$ cat src/rtl/time_bin_collector.sv
// Sums every D samples into a bin and gathers L bins into a frame; out_valid rises the cycle after the D*L-th accept.
// While a frame is held (HOLD) in_ready is low and q_reg is frozen until out_ready completes the handshake.
module time_bin_collector #(
  parameter int N = 6,
  parameter int M = 3,
  parameter int D = 3,
  parameter int W = 8
) (
  input  logic                        clk,
  input  logic                        rst,
  input  logic [W-1:0]                in_sample,
  input  logic                        in_valid,
  output logic                        in_ready,
  output logic [W+$clog2(D)-1:0]      q_reg [N+M-2:0],
  output logic                        out_valid,
  input  logic                        out_ready,
  output logic [15:0]                 frame_cnt
);

  localparam int L   = N + M - 1;
  localparam int BW  = W + $clog2(D);
  localparam int SCW = (D > 1) ? $clog2(D) : 1;
  localparam int BCW = (L > 1) ? $clog2(L) : 1;

  typedef enum logic {
    FILL = 1'b0,
    HOLD = 1'b1
  } state_e;

  state_e          state_q, state_d;
  logic [BW-1:0]   acc_q, acc_d;
  logic [SCW-1:0]  sub_cnt_q, sub_cnt_d;
  logic [BCW-1:0]  bin_cnt_q, bin_cnt_d;
  logic [BW-1:0]   win_q [L-1:0];
  logic [BW-1:0]   win_d [L-1:0];
  logic [15:0]     frame_cnt_q, frame_cnt_d;
  logic [BW-1:0]   sum;

  // Handshake outputs come straight from the state flop; no input-to-output path.
  assign in_ready  = (state_q == FILL);
  assign out_valid = (state_q == HOLD);
  assign frame_cnt = frame_cnt_q;
  assign q_reg     = win_q;

  always_comb begin
    state_d     = state_q;
    acc_d       = acc_q;
    sub_cnt_d   = sub_cnt_q;
    bin_cnt_d   = bin_cnt_q;
    win_d       = win_q;
    frame_cnt_d = frame_cnt_q;
    sum         = acc_q + BW'(in_sample);

    case (state_q)
      FILL: begin
        if (in_valid) begin
          if (sub_cnt_q == SCW'(D - 1)) begin
            for (int k = 0; k < L - 1; k++) begin
              win_d[k] = win_q[k+1];
            end
            win_d[L-1] = sum;
            acc_d      = '0;
            sub_cnt_d  = '0;
            if (bin_cnt_q == BCW'(L - 1)) begin
              bin_cnt_d = '0;
              state_d   = HOLD;
            end else begin
              bin_cnt_d = bin_cnt_q + 1'b1;
            end
          end else begin
            acc_d     = sum;
            sub_cnt_d = sub_cnt_q + 1'b1;
          end
        end
      end
      HOLD: begin
        if (out_ready) begin
          state_d     = FILL;
          frame_cnt_d = frame_cnt_q + 16'd1;
        end
      end
      default: state_d = FILL;
    endcase
  end

  always_ff @(posedge clk) begin
    if (rst) begin
      state_q     <= FILL;
      acc_q       <= '0;
      sub_cnt_q   <= '0;
      bin_cnt_q   <= '0;
      frame_cnt_q <= '0;
      for (int k = 0; k < L; k++) begin
        win_q[k] <= '0;
      end
    end else begin
      state_q     <= state_d;
      acc_q       <= acc_d;
      sub_cnt_q   <= sub_cnt_d;
      bin_cnt_q   <= bin_cnt_d;
      frame_cnt_q <= frame_cnt_d;
      win_q       <= win_d;
    end
  end

endmodule

$ cat config.mk
export PLATFORM = sky130hd
export DESIGN_NAME = time_bin_collector
export DESIGN_NICKNAME = d
export VERILOG_FILES = /design/src/rtl/time_bin_collector.sv
export SDC_FILE = /design/constraint.sdc
export NUM_CORES = 1
export LEC_CHECK = 0
export CAP_MARGIN = 20
export CORE_AREA = 3 3 89 91
export CTS_CLUSTER_SIZE = 28
export DETAILED_ROUTE_END_ITERATION = 10
export DIE_AREA = 0 0 92 94
export DONT_BUFFER_PORTS = 1
export HOLD_SLACK_MARGIN = 0.05
export PLACE_DENSITY = 0.89
export SYNTH_ARGS = -nofsm -noshare
export SYNTH_HDL_FRONTEND = slang
export SYNTH_SLANG_ARGS = --single-unit
$ cat constraint.sdc
create_clock -name clk -period 2.24 [get_ports clk]
set_input_delay 0.224 -clock clk [delete_from_list [all_inputs] [get_ports clk]]
set_output_delay 0.224 -clock clk [all_outputs]
set_load 0.02 [all_outputs]
Yosys cells after proc, flatten, opt, wreduce, memory -nomap -nowiden
Index checks and enable logic that the tools add are counted.

operators by class
  add/sub/neg operators = 4
  multiply operators = 0
  divide/modulo/power cells = 0
  order comparisons = 0
  equality and inequality tests = 2
  shifts and indexed selects = 0
  mux-type cells = 8
  bitwise operators = 1
  reductions and logical operators = 3

operator list
  cell                                            number
  adder 16 x 1 -> 16 bit (second input constant)  1
  adder 10 x 8 -> 10 bit                          1
  two-way mux 10 bit                              1
  two-way mux 1 bit                               4
  AND reduction 2 bit                             2
  adder 3 x 1 -> 3 bit (second input constant)    1
  equality test 3 bit (second input constant)     1
  two-way mux 3 bit                               1
  AND reduction 3 bit                             1
  adder 2 x 1 -> 2 bit (second input constant)    1
  equality test 2 bit (second input constant)     1
  two-way mux 2 bit                               1
  case mux 1 bit (2 select lines)                 1
  NOT 1 bit                                       1

word-level totals
  bits in registers = 112
  latch bits = 0
  memory bits (writable) = 0
  bits in read-only memories = 0
  bits of input ports = 12
  memories = 0

Logic depth before layout (Yosys ltp)
  depth after elaboration = 5
  depth in mapped cells = 8

Worst setup path before layout
Ideal clock, no wire load.

  path kind = reg2reg
  start point = reg acc_q[0]
  end point = reg acc_q[6]
  arrival time = 1,886 ps
  data required time = 2,178 ps
  slack = 292 ps
  cell stages (with the launch flop) = 9
  path buffers = 0
  period minus slack after synthesis = 1,948 ps
  cells stage by stage = dfxtp_1 ha_1 inv_1 fa_1 nand2b_1 a21oi_2 a31oi_1 or4_1 nand3_1

between the ends
  word-level cells in the longest chain between the ends = 2

ends and longest elaborated chain
  what                      RTL line  source
  start: declaration        31        logic [BW-1:0] acc_q, acc_d;
  start signal: assignment  89        acc_q <= '0;
  start signal: assignment  98        acc_q <= acc_d;
  adder 10 x 8 -> 10 bit    52        sum = acc_q + BW'(in_sample);
  two-way mux 10 bit        57        if (sub_cnt_q == SCW'(D - 1)) begin

No other way between the ends.
A chain may end at the register's enable or synchronous reset.

Final worst setup path
Same ends and word-level chain as after synthesis.

==> results.yml <==
sta:
  fin_crit_ns: 2.164
  timing.fmax_mhz: 462.1
  fin_crit_sh: 0.9660
  layout_setup_ws_ns: 0.07613
  timing_worst_slew_pin_value_ns: 0.4678
  final_max_slew_viol_count: 0
  tns_ns: 0
  finalHoldViolations: 0
  clock_skew_ns: 0.01212
  slew_headroom: 0.6882
  setup_viol: 0
yosys:
  ys_warn_count: 0
  syn_area_sq_um: 4478
  synth_edf_count: 0
  synth_top_area_frac: 0.5007
  yosysTopAreaCell: "dfxtp_1"
  syn_inst: 549
  synthArstFlopShare: 0
  syn_avg_cell_area_sq_um: 8.157
  ys.flop_type: "dfxtp_1"
  yosys-top-cells-count: "nand2_1, dfxtp_1, a21oi_1"
  synth.yosys.seq_area_share: 0.5007
  syn_nets: 573
  yosysUniqueCellTypes: 41
  ys_seq_elements: 112
  ys_top_cells_by_area: "dfxtp_1, nand2_1, a21oi_1, nor2_1, ha_1"
  yosysMostFrequentCell: "nand2_1"
layout:
  regArea_sq_um: 2253
  area_growth_syn_to_layout_pct: 8.075
  multiInputGateArea_sq_um: 2039
  largest_register_ffs: 80
  diodes: 0
  layout.nets: 568
  utilization: 0.6708
  drive_above_1_share: 0.07832
  n_fill_cell: 571
die:
  initial_utilization: 0.6207
  pin_count: 110
  fp.dieH_um: 94
  coreArea_sq_um: 7214
  num_rows: 31
  fp.dieW_um: 92
  die-area_sq_um: 8648
worst_setup_path:
  crit_required_ns: 2.56
  regToRegStartpoint: "acc_q[0]"
  crit_path_start: "acc_q[0]"
  crit_cells: 8
  cp_num_buf_inv: 1
  crit_fanout: 4
  worstSetupEndpoint: "acc_q[6]"
  reg2reg_to: "acc_q[6]"
  cp-start-kind: "flip-flop"
  worstPathArrival_ns: 2.49
  max_stage_delay_ns: 0.48
  crit_slowest_cell: "or4_1"
  critical_path_class: "reg -> reg"
  path_delay_family: "simple AND/OR/NAND/NOR gates"
  ff2ff_path_depth: 8
  cp-end-kind: "flip-flop"
  cp_cell_sequence: "ha_1, inv_1, fa_1, nand2b_1, a21oi_2, a31oi_2, or4_1, nand3_1"
  r2r_slack_ns: 0.08
clock_tree:
  cts_buffers: 9
  clock_sink_count: 112
  cts.path.max_buffers: 2
  cts_tree: "built"
  htreeDepth: 3
  clock_latency_ns: 0.38
  cts-root-buf: "clkbuf_8"
  clk_pin_slew_ns: 0.12
power_and_ir_drop:
  switchingPower_mw: 0.9552
  sequentialPowerShare: 0.579
  intPower_mw: 2.567
  vdd_ir_drop_max_mv: 0.4105
  p_clk_frac: 0.339
  p_sw_frac: 0.2712
  p_leak_nw: 1.682
  p_comb_frac: 0.082
  p_per_area_nw_per_um2: 727.9
route:
  wire_per_inst_um: 15.84
  routed_wl_um: 10270
  routed_via_density: 5.674
  num_vias: 3677
  drt_iter0_drc: 208
  drc: 0
  antenna_left: 0
  firstDrtPassIters: 4
place:
  port_buffers: 0
  place_ws_ns: 0.1074
  dp_hpwl_um: 6637
  place.gp.congestion: 0.8297
grt:
  track_usage: 0.2392
  grt_max_degree: 108
  grt_pass1_wl_um: 16660
  globalRoute.totalOverflow: 0
  antenna_found_initial: 0
  grt_pass1_vias: 3516
run:
  max_cap_violations: 0
min_path:
  min_path_type: "in -> reg"
run_status:
  status: "completed"
## cells by family after synthesis
kind of cell	synth area share
simple gates	0.2341
buf+inv	0.04805
mux	0.004471
xor+xnor	0.03521
flops	0.5007
compound gates	0.1422
fa+ha+maj	0.03521
## cells in the final DEF (no fill, tap or decap), types with 3 or more instances in the layout
cell	n
nand2_1	166
dfxtp_1	103
a21oi_1	88
nor2_1	37
nand3_1	14
ha_1	10
inv_1	9
xor2_1	9
xnor2_1	9
clkbuf_8	9
dfxtp_2	9
dlygate4sd3_1	9
nor3_1	8
a22oi_1	6
buf_4	5
a21o_1	4
o21ai_0	4
nand2b_1	3
a21oi_2	3
or4_1	3
nand4b_1	3
nand3b_1	3
## worst min-delay path by stage
stage	depth (start not counted)	endpoint	slack (ns)	startpoint
CTS	2	out_valid	0.05	out_ready
detailed placement	1	q_reg[0]	0.31	rst
finish	2	out_valid	0.05	out_ready
global placement	1	q_reg[0]	0.30	rst
global route	2	out_valid	0.10	out_ready
floorplan	2	out_valid	0.44	out_ready
## worst reg2reg max path, cell delays in order (launching register included)
cell and delay (ns):
dfxtp_1 0.36, ha_1 0.19, inv_1 0.07, fa_1 0.40
nand2b_1 0.19, a21oi_2 0.18, a31oi_2 0.14, or4_1 0.48
nand3_1 0.09
## routing by layer
layer	routed length [um]	GRT usage
met1	4035	0.2693
met2	5014	0.4002
met3	1000	0.1026
met4	216	0.09530
met5	0	0
## through the flow
stage / cells / hold slack [ns] / total power [mW] / cell area (sq um)
after floorplan: 549 / 0.4371 / 2.289 / 4478
after global placement: 621 / 0.3011 / 2.299 / 4497
after detailed placement: 621 / 0.3055 / 2.310 / 4497
after CTS: 647 / 0.05151 / 3.516 / 4808
after global routing: 648 / 0.1039 / 3.654 / 4840
final: 648 / 0.05067 / 3.523 / 4840
## layout make-up
type                       instances  share of cell area
multi-input combinational        395              0.4214
tap                               99             0.02559
clock inverter                     7             0.01448
timing repair buffer              17             0.04033
sequential                       112              0.4656
inverter                           9            0.006980
clock buffer                       9             0.02559
## timing repair
item,CTS,global route
resized for setup,0,12
hold endpoints to repair,112,0
setup endpoints to repair,0,6
hold buffers,10,0
setup buffers,0,1
## power groups by stage
| stage | sequential (mW) | combinational, mW | clock [mW] |
|---|---|---|---|
| finish | 2.04 | 0.289 | 1.19 |
| global route | 2.04 | 0.320 | 1.29 |
| CTS | 2.04 | 0.269 | 1.21 |
| detailed placement | 2.08 | 0.226 | 0 |
| global placement | 2.08 | 0.217 | 0 |
| floorplan | 2.08 | 0.211 | 0 |
(Power assumes the default switching activity.)
